**config.mk**
```make
export PLATFORM = sky130hd
export DESIGN_NAME = trv_issue_ctrl
export DESIGN_NICKNAME = d
export VERILOG_FILES = /design/src/rtl/trv_issue_ctrl.sv
export SDC_FILE = /design/constraint.sdc
export NUM_CORES = 1
export LEC_CHECK = 0
export ABC_CLOCK_PERIOD_IN_PS = 4350
export CAP_MARGIN = 20
export CORE_MARGIN = 2
export CORE_UTILIZATION = 50
export CTS_BUF_LIST = sky130_fd_sc_hd__clkbuf_4 sky130_fd_sc_hd__clkbuf_8
export CTS_CLUSTER_DIAMETER = 30
export DETAILED_ROUTE_END_ITERATION = 10
export GPL_TIMING_DRIVEN = 0
export PLACE_DENSITY = 0.81
export SYNTH_ARGS = -nofsm -noshare
export SYNTH_HDL_FRONTEND = slang
export SYNTH_SLANG_ARGS = --single-unit
```
**constraint.sdc**
```tcl
create_clock -name clk -period 4.35 [get_ports clk]
set_input_delay 0.87 -clock clk [delete_from_list [all_inputs] [get_ports clk]]
set_output_delay 0.87 -clock clk [all_outputs]
set_load 0.01 [all_outputs]
```
**src/rtl/trv_issue_ctrl.sv**
```systemverilog
// trv_issue_ctrl: decode-to-execute issue gate with register scoreboard,
// in-flight window, branch hold and stall counter. Option: TRV_ISSUE_BYPASS_EN.
module trv_issue_ctrl #(
   parameter int MAX_INFLIGHT = 4,
   parameter int STALL_CNT_W  = 16
) (
   input  logic                   clk,
   input  logic                   rst,
   input  logic                   dec_valid,
   output logic                   dec_ready,
   input  logic [4:0]             dec_rs1,
   input  logic [4:0]             dec_rs2,
   input  logic [4:0]             dec_rd,
   input  logic                   dec_use_rs1,
   input  logic                   dec_use_rs2,
   input  logic                   dec_is_br,
   output logic                   iss_valid,
   input  logic                   iss_ready,
   input  logic                   wb_valid,
   input  logic [4:0]             wb_rd,
   input  logic                   br_valid,
   input  logic                   br_taken,
   output logic                   flush,
   output logic                   busy,
   output logic [STALL_CNT_W-1:0] stall_cnt
);
   typedef enum logic [1:0] {
      RUN     = 2'd0,
      BR_WAIT = 2'd1,
      FLUSH   = 2'd2
   } state_t;

   localparam logic [3:0] LP_MAX = 4'(MAX_INFLIGHT);

   state_t                 r_state;
   logic                   r_flush;
   logic [31:0]            r_sb;
   logic [3:0]             r_inflight;
   logic [STALL_CNT_W-1:0] r_stall_cnt;

   logic        w_wb_hit;
   logic        w_wb_dec;
   logic [31:0] w_wb_mask;
   logic [31:0] w_set_mask;
   logic [31:0] w_sb_chk;
   logic [3:0]  w_inf_chk;
   logic        w_hazard;
   logic        w_full;
   logic        w_fire;

   assign w_wb_hit  = wb_valid && (wb_rd != 5'd0);
   assign w_wb_mask = w_wb_hit ? (32'd1 << wb_rd) : 32'd0;
   // A writeback with nothing in flight is spurious and must not underflow.
   assign w_wb_dec  = wb_valid && (r_inflight != 4'd0);

`ifdef TRV_ISSUE_BYPASS_EN
   assign w_sb_chk  = r_sb & ~w_wb_mask;
   assign w_inf_chk = r_inflight - {3'd0, w_wb_dec};
`else
   assign w_sb_chk  = r_sb;
   assign w_inf_chk = r_inflight;
`endif

   assign w_hazard = (dec_use_rs1 && (dec_rs1 != 5'd0) && w_sb_chk[dec_rs1])
                  || (dec_use_rs2 && (dec_rs2 != 5'd0) && w_sb_chk[dec_rs2])
                  || ((dec_rd != 5'd0) && w_sb_chk[dec_rd]);
   assign w_full   = (w_inf_chk == LP_MAX);

   assign iss_valid = (r_state == RUN) && dec_valid && !w_hazard && !w_full;
   assign dec_ready = iss_valid && iss_ready;
   assign w_fire    = dec_valid && dec_ready;

   assign w_set_mask = (w_fire && (dec_rd != 5'd0)) ? (32'd1 << dec_rd) : 32'd0;

   assign flush     = r_flush;
   assign busy      = (r_inflight != 4'd0) || (r_state != RUN);
   assign stall_cnt = r_stall_cnt;

   always_ff @(posedge clk or posedge rst) begin
      if (rst) begin
         r_state     <= RUN;
         r_flush     <= 1'b0;
         r_sb        <= 32'd0;
         r_inflight  <= 4'd0;
         r_stall_cnt <= '0;
      end else begin
         // Clear first, then set, so a same-index set wins.
         r_sb <= (r_sb & ~w_wb_mask) | w_set_mask;

         case ({w_fire, w_wb_dec})
            2'b10:   r_inflight <= r_inflight + 4'd1;
            2'b01:   r_inflight <= r_inflight - 4'd1;
            default: r_inflight <= r_inflight;
         endcase

         if (dec_valid && !dec_ready && (r_stall_cnt != '1))
            r_stall_cnt <= r_stall_cnt + 1'b1;

         r_flush <= 1'b0;
         unique case (r_state)
            RUN: begin
               if (w_fire && dec_is_br)
                  r_state <= BR_WAIT;
            end
            BR_WAIT: begin
               if (br_valid) begin
                  r_state <= br_taken ? FLUSH : RUN;
                  r_flush <= br_taken;
               end
            end
            FLUSH: begin
               r_state <= RUN;
            end
            default: begin
               r_state <= RUN;
            end
         endcase
      end
   end

endmodule

```
Yosys cells after proc, flatten, opt, wreduce, memory -nomap -nowiden
Index checks and enable logic that the tools add are counted.
Widths: inputs -> output; s select.
{"block": "word_totals", "wordCells": 69, "inputBits": 30, "regBits": 55}
{"block": "classes", "shifts": 2, "n_mux": 15, "order_cmp": 3, "n_bitwise": 3, "reduce_logical": 31, "addsub": 3, "eq_ne": 7}
{"cell": "$mux 32", "count": 2}
{"cell": "$shl 1x5->32 const A", "count": 2}
{"cell": "$and 32x32->32", "count": 1}
{"cell": "$not 32->32", "count": 1}
{"cell": "$or 32x32->32", "count": 1}
{"cell": "$reduce_bool 5->1", "count": 4}
{"cell": "$lt 5x6->1 const B", "count": 3}
{"cell": "$add 16x1->16 const B", "count": 1}
{"cell": "$logic_and 1x1->1", "count": 16}
{"cell": "$ne 16x16->1 const B", "count": 1}
{"cell": "$bmux 1 s5", "count": 3}
{"cell": "$pmux 4 s2", "count": 1}
{"cell": "$mux 2", "count": 3}
{"cell": "$mux 1", "count": 5}
{"cell": "$add 4x1->4 const B", "count": 1}
{"cell": "$eq 2x1->1 const B", "count": 2}
{"cell": "$eq 4x3->1 const B", "count": 1}
{"cell": "$pmux 2 s2", "count": 1}
{"cell": "$reduce_bool 2->1", "count": 2}
{"cell": "$reduce_bool 4->1", "count": 1}
{"cell": "$sub 4x1->4 const B", "count": 1}
{"cell": "$logic_not 1->1", "count": 3}
{"cell": "$logic_or 1x1->1", "count": 3}
{"cell": "$eq 2x2->1 const B", "count": 1}
{"cell": "other kinds (4)", "count": 4}

Logic depth before layout (Yosys ltp)
Gate-level depths: netlist of run 1.
{"block": "depth", "word_depth": 13, "ltp_mapped": 16, "depth_no_buf": 12}

Worst setup path after synthesis of run 1
Ideal clock, no wire load.
{"block": "synth_timing", "path_kind": "input -> register", "startpoint": "input port dec_rs2[0]", "endpoint": "register r_inflight[3]", "path_slack_ps": 490, "setup_ps": 125, "required_time_ps": 4225, "cell_stages": 15, "n_path_buf": 3, "arrival_ps": 3734, "cell_sequence": "buf_2 > mux4_2 > mux2i_1 > o2111ai_1 > a311oi_1 > nand4b_1 > buf_2 > buf_2 > ha_1 > ha_1 > a21o_1 > a21oi_1 > xnor2_1 > nor2_1 > xor2_1"}
{"block": "synth_between", "elab_chain_len": 12, "word_cells_on_any_way": 16}
{"item": "start, declared", "line": "12", "text": "input logic [4:0] dec_rs2,"}
{"item": "$bmux 1 s5 / $reduce_bool 5->1 (equally long branches)", "line": "65", "text": "|| (dec_use_rs2 && (dec_rs2 != 5'd0) && w_sb_chk[dec_rs2])"}
{"item": "$mux 1 (not written as such) / $logic_and 1x1->1 (equally long branches)", "line": "65"}
{"item": "$logic_and 1x1->1 (*)", "line": "65"}
{"item": "$logic_or 1x1->1 (*)", "line": "65"}
{"item": "$logic_or 1x1->1 (*)", "line": "66", "text": "|| ((dec_rd != 5'd0) && w_sb_chk[dec_rd]);"}
{"item": "$logic_not 1->1 (*)", "line": "69", "text": "assign iss_valid = (r_state == RUN) && dec_valid && !w_hazard && !w_full;"}
{"item": "$logic_and 1x1->1 (*) (2 in series)", "line": "69"}
{"item": "$logic_and 1x1->1 (*)", "line": "70", "text": "assign dec_ready = iss_valid && iss_ready;"}
{"item": "$logic_and 1x1->1 (*)", "line": "71", "text": "assign w_fire = dec_valid && dec_ready;"}
{"item": "$eq 2x1->1 / $eq 2x2->1 (equally long branches)", "line": "90", "text": "case ({w_fire, w_wb_dec})"}
{"item": "$pmux 4 s2 / $reduce_bool 2->1 (equally long branches)"}
{"item": "end signal, assigned", "line": "91", "text": "2'b10: r_inflight <= r_inflight + 4'd1;"}
{"item": "end signal, assigned", "line": "92", "text": "2'b01: r_inflight <= r_inflight - 4'd1;"}
{"item": "end signal, assigned", "line": "93", "text": "default: r_inflight <= r_inflight;"}
{"item": "end, declared", "line": "38", "text": "logic [3:0] r_inflight;"}
Every way passes the cells marked *; elsewhere a longest branch is shown, timed or not. The select of a mux whose other input is x is not followed.
A chain may end at the register's enable or synchronous reset.

Worst setup path in the final report of run 1
{"block": "layout_timing", "startpoint": "input port dec_rs2[2]", "endpoint": "output port dec_ready"}
{"block": "layout_between", "elab_chain_len": 9, "word_cells_on_any_way": 11}
{"item": "$bmux 1 s5 / $reduce_bool 5->1 (equally long branches)", "line": "65"}
{"item": "$mux 1 (not written as such) / $logic_and 1x1->1 (equally long branches)", "line": "65"}
{"item": "$logic_and 1x1->1 (*)", "line": "65"}
{"item": "$logic_or 1x1->1 (*)", "line": "65"}
{"item": "$logic_or 1x1->1 (*)", "line": "66"}
{"item": "$logic_not 1->1 (*)", "line": "69"}
{"item": "$logic_and 1x1->1 (*) (2 in series)", "line": "69"}
{"item": "$logic_and 1x1->1 (*)", "line": "70"}
{"item": "end, declared", "line": "10", "text": "output logic dec_ready,"}
Marked as above.

==> summary.md, run 1 <==
| Metric | Value |
|---|---|
| Worst path required time | roughly 3.5 ns |
| Chip Height | 85.6 um |
| Synthesis-stage register bit count | 55 |
| Die area | 7320 um^2 |
| Die X | around 86 um |
| Fin crit period | between 4 and 5 ns |
| Hpwl dp | 6860 um |
| R2r setup slk | just under 0.6 ns |
| Share of layout cells above drive strength 1 | 15.2% |
| FMAX | approximately 240 MHz |
| CTS Sinks | 55 |
| DRT Wirelength | just over 9000 um |
| Largest net degree at the start of global routing | 43 |
| Worst skew pair latency | about 0.32 ns |
| Ys Warns | 0 |
| Residual DRC | 0 |
| Hold path startpoint | r_sb[0] |
| Syn Inst Count | between 300 and 400 |
| Skew final | 0.0118 ns |
| Final hold vios | 0 |
| Max cap viols | 0 |
| Area of the mapped netlist | 3330 um^2 |
| Placer congestion estimate | ~0.91 |
| Via Count | a little under 3000 |
| Worst Max-Slew Pin Slew | roughly 0.58 ns |
| Clk root buf | clkbuf_8 |
| Post-synth EDFFs | 0 |
| Async set-or-reset flop fraction in the synthesized netlist | 100% |
| Critical setup path kind | in -> out |
| Max-slew violations | 0 |
| Setup violators final | 0 |
| Core Box Area | between 6000 and 7000 um^2 |
| Vias in the first global route | between 2000 and 3000 |
| Final #Nets | 403 |
| Placed cell count | around 430 |
| Register area share after synthesis | between 40 and 50% |
| Hold EP | r_sb[0] |
| Post-synth top area cell | dfrtp_1 |
| Status | finished, final reports clean |
| GR Overflow Total | 0 |
| CP Max Fanout | 10 |
| Design area | about 4000 um^2 |
| Initial antenna violation count | 0 |
| Detailed Route Iter0 Violations | 286 |
| Row count | 29 |
| Setup WS post-layout | around 0.10 ns |
| PwrDens | 394 nW/um^2 |
| First-pass GRT wire length | between 10000 and 15000 um |
| HP Class | reg -> reg |
| CP Capture Type | primary output |
| RSZ-0062 raised after global routing | false |
| LEAKAGE | 1.68 nW |
| Final ANT Viol Nets | 0 |
| Slew headroom | approximately 61% |
| GRT Resource Usage Total | between 20% and 30% |
| # IOs | 50 |
| Worst Setup Start Kind | input pin |
| Peak supply drop | roughly 0.24 mV |
| Pre-CTS setup slack | -0.490 ns |
| R2R Path End | r_inflight[3] |
| Initial Util | between 50 and 60% |
| Tcrit/Tclk final | 97.7% |
| Area growth, synth to finish | 20.9% |
| Clk slew on worst S/H paths | roughly 0.11 ns |
| Most used DFF post-synth | dfrtp_1 |
| Avg WL per Cell | just over 20 um |
| Fin cells | 446 |
| Htree depth | 2 |
| Port bufs | between 40 and 50 |
| CTS tree | built |
| DR pass1 iterations | 6 |
| Area after DPL | 3850 um^2 |
| Worst-case clock buffer depth | 2 |
| Worst EP arrival | approximately 3.4 ns |
| Syn Area/Cell | roughly 11 um^2 |
| Synth top area share | 41.4% |
| Vias per cell | 6.57 |
| Worst r2r path cells | 14 |
| Top cells by area, synth | dfrtp_1 (41%), mux4_2 (14%), o21ai_0 (7.4%) |
| Total CTS buffers | 5 |
| Hold Path Stages | 1 |
| Mapped Nets | 348 |
| Post-synth cell types | 45 |
| N_diodes | 0 |
| RR Startpoint | r_sb[15] |
[where the power goes]
| group | total, mW | internal (mW) | leakage [nW] | switching (mW) |
|---|---|---|---|---|
| sequential | 0.746 | 0.615 | 0.730 | 0.130 |
| clock | 0.299 | 0.119 | 0.0463 | 0.180 |
| combinational | 0.539 | 0.294 | 0.900 | 0.246 |
[logic make-up after synthesis]
logic type	Yosys count	synth area share (%)
multiplexers	35	18.3
AO/OA/AOI/OAI	82	14.2
adder cells (fa/ha/maj)	5	2.11
buffers and inverters	24	3.27
flip-flops	55	41.4
AND/OR/NAND/NOR	93	15.8
XOR/XNOR	19	5.00
[worst max path at each step]
stage,startpoint,end,slack [ns]
2_1_floorplan,dec_rs2[0],r_inflight[3],0.49
3_3_place_gp,dec_rd[1],dec_ready,-0.41
3_5_place_dp,dec_rd[1],dec_ready,-0.49
4_1_cts,dec_rd[1],iss_valid,0.006
5_1_grt,dec_rs2[2],dec_ready,0.03
6_report,dec_rs2[2],dec_ready,0.1
[state kept, by name, summed over array words and instances, names as in the netlist]
register,count
r_sb,32
stall_cnt,16
r_inflight,4
r_state,2
flush,1
[repair_timing]
item / in CTS / in global routing
gates resized for setup: 5 / 5
endpoints found under the hold margin: 0 / 0
setup buffers: 4 / 2
hold buffers: 0 / 0
pin swaps: 2 / 2
setup endpoints to repair: 3 / 2
[stage by stage]
step / total power [mW] / util [%] / setup TNS, ns / hold WS [ns]
finish: 1.58 / 63.0 / 0 / 0.466
global route: 1.67 / 63.0 / 0 / 0.493
CTS: 1.57 / 62.5 / 0 / 0.476
detailed placement: 1.27 / 60.4 / -0.907 / 0.452
global placement: 1.24 / 60.1 / -0.678 / 0.440
floorplan: 1.06 / - / 0 / 0.425
[layout make-up]
cell class | instances | area (um^2)
clock inverter | 3 | 27.5
timing repair buffer | 48 | 479
tap | 77 | 96.3
buffer | 15 | 87.6
multi-input combinational | 234 | 1860
inverter | 9 | 33.8
fill | 517 | 2360
clock buffer | 5 | 68.8
sequential | 55 | 1380
[critical path: stages]
cell and delay [ns]:
clkbuf_1 0.30, mux4_2 0.36, mux2i_1 0.26, o22ai_1 0.17, a311oi_1 0.47, nand4b_1 0.25
buf_6 0.19, buf_2 0.19, inv_1 0.06, dlygate4sd2_1 0.26
[cell usage in the layout, fill, tap and decap left out, types with 2 or more instances in the layout]
cell | Yosys | layout
a21oi_1 | 3 | 3
clkdlybuf4s50_1 | 0 | 38
buf_6 | 1 | 3
mux2i_1 | 9 | 9
a31oi_1 | 3 | 3
nor3_1 | 3 | 2
clkbuf_1 | 7 | 7
o21ai_0 | 49 | 49
nand3b_1 | 2 | 2
xor2_1 | 2 | 2
and3_1 | 10 | 10
inv_1 | 9 | 8
o31ai_1 | 9 | 9
and4b_1 | 2 | 2
nor4_1 | 2 | 2
nor2_1 | 8 | 8
nand3_1 | 14 | 14
o22ai_1 | 2 | 2
or3_1 | 6 | 6
clkbuf_8 | 0 | 5
mux2_2 | 6 | 6
nand4_1 | 7 | 7
dlymetal6s2s_1 | 0 | 2
nor2b_1 | 8 | 8
ha_1 | 4 | 4
dfrtp_1 | 55 | 55
buf_4 | 1 | 7
mux4_2 | 20 | 20
nand2b_1 | 8 | 8
nand2_1 | 15 | 15
or2_2 | 2 | 2
buf_2 | 6 | 4
o21ai_1 | 7 | 7
xnor2_1 | 17 | 17
[Yosys cell counts (all sizes together) (4+ instances only)]
cell type / instances
nor2: 8
o21ai: 56
nor2b: 8
nand4: 7
dfrtp: 55
nand2b: 8
o31ai: 9
xnor2: 17
mux2i: 9
clkbuf: 7
inv: 9
or3: 7
mux2: 6
nand3: 14
and3: 10
mux4: 20
ha: 4
buf: 8
nand2: 15
[layer usage]
layer  vias to the layer above  part of all wire [%]  GRT usage, %
li1                       1282                     -             -
met1                      1441                    39          36.3
met2                       187                    49          41.1
met3                        21                    10          4.52
met4                         0                   2.5          8.66
met5                         -                     0             0
(Power assumes the default switching activity.)
==> inputs of run 2 (changes only) <==
--- a/config.mk
+++ b/config.mk
@@ -5,7 +5,7 @@
 export SDC_FILE = /design/constraint.sdc
 export NUM_CORES = 1
 export LEC_CHECK = 0
-export ABC_CLOCK_PERIOD_IN_PS = 4350
+export ABC_CLOCK_PERIOD_IN_PS = 5300
 export CAP_MARGIN = 20
 export CORE_MARGIN = 2
 export CORE_UTILIZATION = 50
==> constraint.sdc (replaced) <==
create_clock -name clk -period 5.3 [get_ports clk]
set_input_delay 1.06 -clock clk [delete_from_list [all_inputs] [get_ports clk]]
set_output_delay 1.06 -clock clk [all_outputs]
set_load 0.01 [all_outputs]
==> run 2 against run 1 <==
  * Sequential share of layout area up 0.55 points
  * Via count is 1.5% lower
  * Register-to-register slack improved by 0.87 ns
  * Critical path depth is 1 higher
  * Clock skew decreased by 0.00096 ns
  * Non-clock buffer count shrank 5
==> summary.md, run 2 (synthesized netlist as in run 1, its figures left out) <==
| Metric | Value |
|---|---|
| HP Class | reg -> reg (unchanged) |
| Fillers | 527 (was 517) |
| Die X | 85.6 um (unchanged) |
| Max cap viols | 0 (unchanged) |
| Share of layout cells above drive strength 1 | 13.2% (was 15.2%) |
| Skew final | 0.0108 ns (was 0.0118 ns) |
| Final ANT Viol Nets | 0 (unchanged) |
| Setup violators final | 0 (unchanged) |
| Clk slew on worst S/H paths | 0.11 ns (about the same) |
| CTS tree | built (unchanged) |
| CP peak stage delay | 0.53 ns (was 0.47 ns) |
| DR pass1 iterations | 5 (was 6) |
| DRT Wirelength | 8960 um (was 9150 um) |
| Port bufs | 41 (unchanged) |
| Power Total | 1.29 mW (was 1.58 mW) |
| Clk root buf | clkbuf_8 (unchanged) |
| N_diodes | 0 (unchanged) |
| CP max-delay cell | mux4_2 (was a311oi_1) |
| LEAKAGE | 1.62 nW (was 1.68 nW) |
| Vias per cell | 6.55 (was 6.57) |
| Peak supply drop | 0.194 mV (was 0.237 mV) |
| Setup TNS | 0 ns (unchanged) |
| Largest net degree at the start of global routing | 43 (unchanged) |
| Worst EP arrival | 4.07 ns (was 3.38 ns) |
| Hpwl dp | 6860 um (unchanged) |
| Max FFs per register | 32 (unchanged) |
| Commonest non-fill, non-tap cell in the layout | dfrtp_1 (unchanged) |
| Tcrit/Tclk final | a little over nine tenths |
| Crit-path cells | clkdlybuf4s50_1 -> buf_4 -> mux4_2 -> mux2i_1 -> mux2i_1 -> a21oi_1 -> nand4b_1 -> buf_2 -> buf_2 -> inv_1 -> clkdlybuf4s50_1 (was clkbuf_1 -> mux4_2 -> mux2i_1 -> o22ai_1 -> a311oi_1 -> nand4b_1 -> buf_6 -> buf_2 -> inv_1 -> dlygate4sd2_1) |
| Via Count | 2887 (was 2931) |
| Avg WL per Cell | 20.3 um (was 20.5 um) |
| Worst skew pair latency | 0.32 ns (about the same) |
| Core Box Area | 6390 um^2 (unchanged) |
| Critical setup path kind | in -> out (unchanged) |
| CP Max Fanout | 10 (unchanged) |
| Placer congestion estimate | 0.910 (unchanged) |
| PwrDens | 325 nW/um^2 (was 394 nW/um^2) |
| Most frequent cells in the layout | dfrtp_1 (55), o21ai_0 (49), clkdlybuf4s50_1 (41) (was dfrtp_1 (55), o21ai_0 (49), clkdlybuf4s50_1 (38)) |
| Htree depth | 2 (unchanged) |
| Area growth, synth to finish | 19.0% (was 20.9%) |
| Die area | 7320 um^2 (unchanged) |
| Fin crit period | just over 5 ns |
| Slew headroom | 61.2% (was 60.9%) |
| Storage cell area | 1380 um^2 (unchanged) |
| Chip Height | 85.6 um (unchanged) |
| Post-CTS Hold Buffers | 0 (unchanged) |
| # IOs | 50 (unchanged) |
| Final #Nets | 398 (was 403) |
| FMAX | slightly below 200 MHz |
| GR Overflow Total | 0 (unchanged) |
| Worst Max-Slew Pin Slew | 0.579 ns (was 0.583 ns) |
| Area after DPL | 3850 um^2 (unchanged) |
| Residual DRC | 0 (unchanged) |
| Design area | 3960 um^2 (was 4030 um^2) |
| First-pass GRT wire length | 14700 um (was 14800 um) |
| Vias in the first global route | 2861 (was 2881) |
| CTS Sinks | 55 (unchanged) |
| CP Capture Type | primary output (unchanged) |
| Final hold vios | 0 (unchanged) |
| Detailed Route Iter0 Violations | 272 (was 286) |
| Top reg by flops | r_sb (unchanged) |
| Total CTS buffers | 5 (unchanged) |
| Worst Setup Start Kind | input pin (unchanged) |
| Multi-input gate area | 1840 um^2 (was 1860 um^2) |
| Post-Route Utilization | 62.0% (was 63.0%) |
| Status | finished, final reports clean (unchanged) |
| Final hold slack | 0.465 ns (was 0.466 ns) |
| Initial Util | 52.1% (unchanged) |
| Worst-case clock buffer depth | 2 (unchanged) |
| Worst path required time | 4.24 ns (was 3.48 ns) |
| GRT Resource Usage Total | 25.6% (was 25.9%) |
| Initial antenna violation count | 0 (unchanged) |
| Row count | 29 (unchanged) |
| Max-slew violations | 0 (unchanged) |
| RSZ-0062 raised after global routing | false (unchanged) |
run 2: cell types whose count changed in the layout (fill, tap and decap cells not counted), moves of 2 or more:
cell | previous run | this run
buf_4 | 7 | 3
clkdlybuf4s50_1 | 38 | 41
buf_6 | 3 | 1
dlymetal6s2s_1 | 2 | 0
run 2: cell type report:
class | count | share of cell area [%]
clock inverter | 3 | 0.695
multi-input combinational | 234 | 46.5
sequential | 55 | 34.7
inverter | 9 | 0.853
clock buffer | 5 | 1.74
buffer | 15 | 1.96
tap | 77 | 2.43
timing repair buffer | 43 | 11.1
run 2: routing by layer:
metal  up-vias  track usage, %  wire (um)
met3        24            4.52        792
met5         -               0          0
met4         0            8.66        224
met1      1439            36.2       3630
li1       1273               -          -
met2       151            40.4       4310
run 2: timing repair:
item	CTS	global route
setup buffers	0	1
endpoints found under the setup margin	0	1
resized for setup	0	2
run 2: critical path, delay by kind of cell:
family	cells	cell delay [ns]
AOI/OAI and AO/OA	1	0.23
buffers and inverters	6	1.79
and+or+nand+nor	1	0.20
muxes	3	0.78
run 2: report_power, final:
part,internal (mW),switching (mW),leakage [nW]
clock,0.0973,0.149,0.0463
combinational,0.235,0.197,0.845
sequential,0.505,0.106,0.730
total,0.837,0.451,1.62
run 2: final timing paths:
path | to | cells after the start | slack (ns) | start
min in group asynchronous | r_sb[0] | 2 | 1.01 | rst
min | r_sb[0] | 1 | 0.47 | r_sb[0]
max reg2reg | r_inflight[3] | 14 | 1.46 | r_sb[15]
max in group asynchronous | r_sb[4] | 3 | 3.74 | rst
min reg2reg | r_sb[0] | 1 | 0.47 | r_sb[0]
max | dec_ready | 11 | 0.17 | dec_rd[1]
run 2: through the flow:
| step | worst slack [ns] | cells |
|---|---|---|
| final | 0.170 | 441 |
| after floorplan | 1.25 | 313 |
| after global routing | 0.00871 | 441 |
| after CTS | 0.0685 | 440 |
| after detailed placement | 0.0801 | 432 |
| after global placement | 0.155 | 431 |
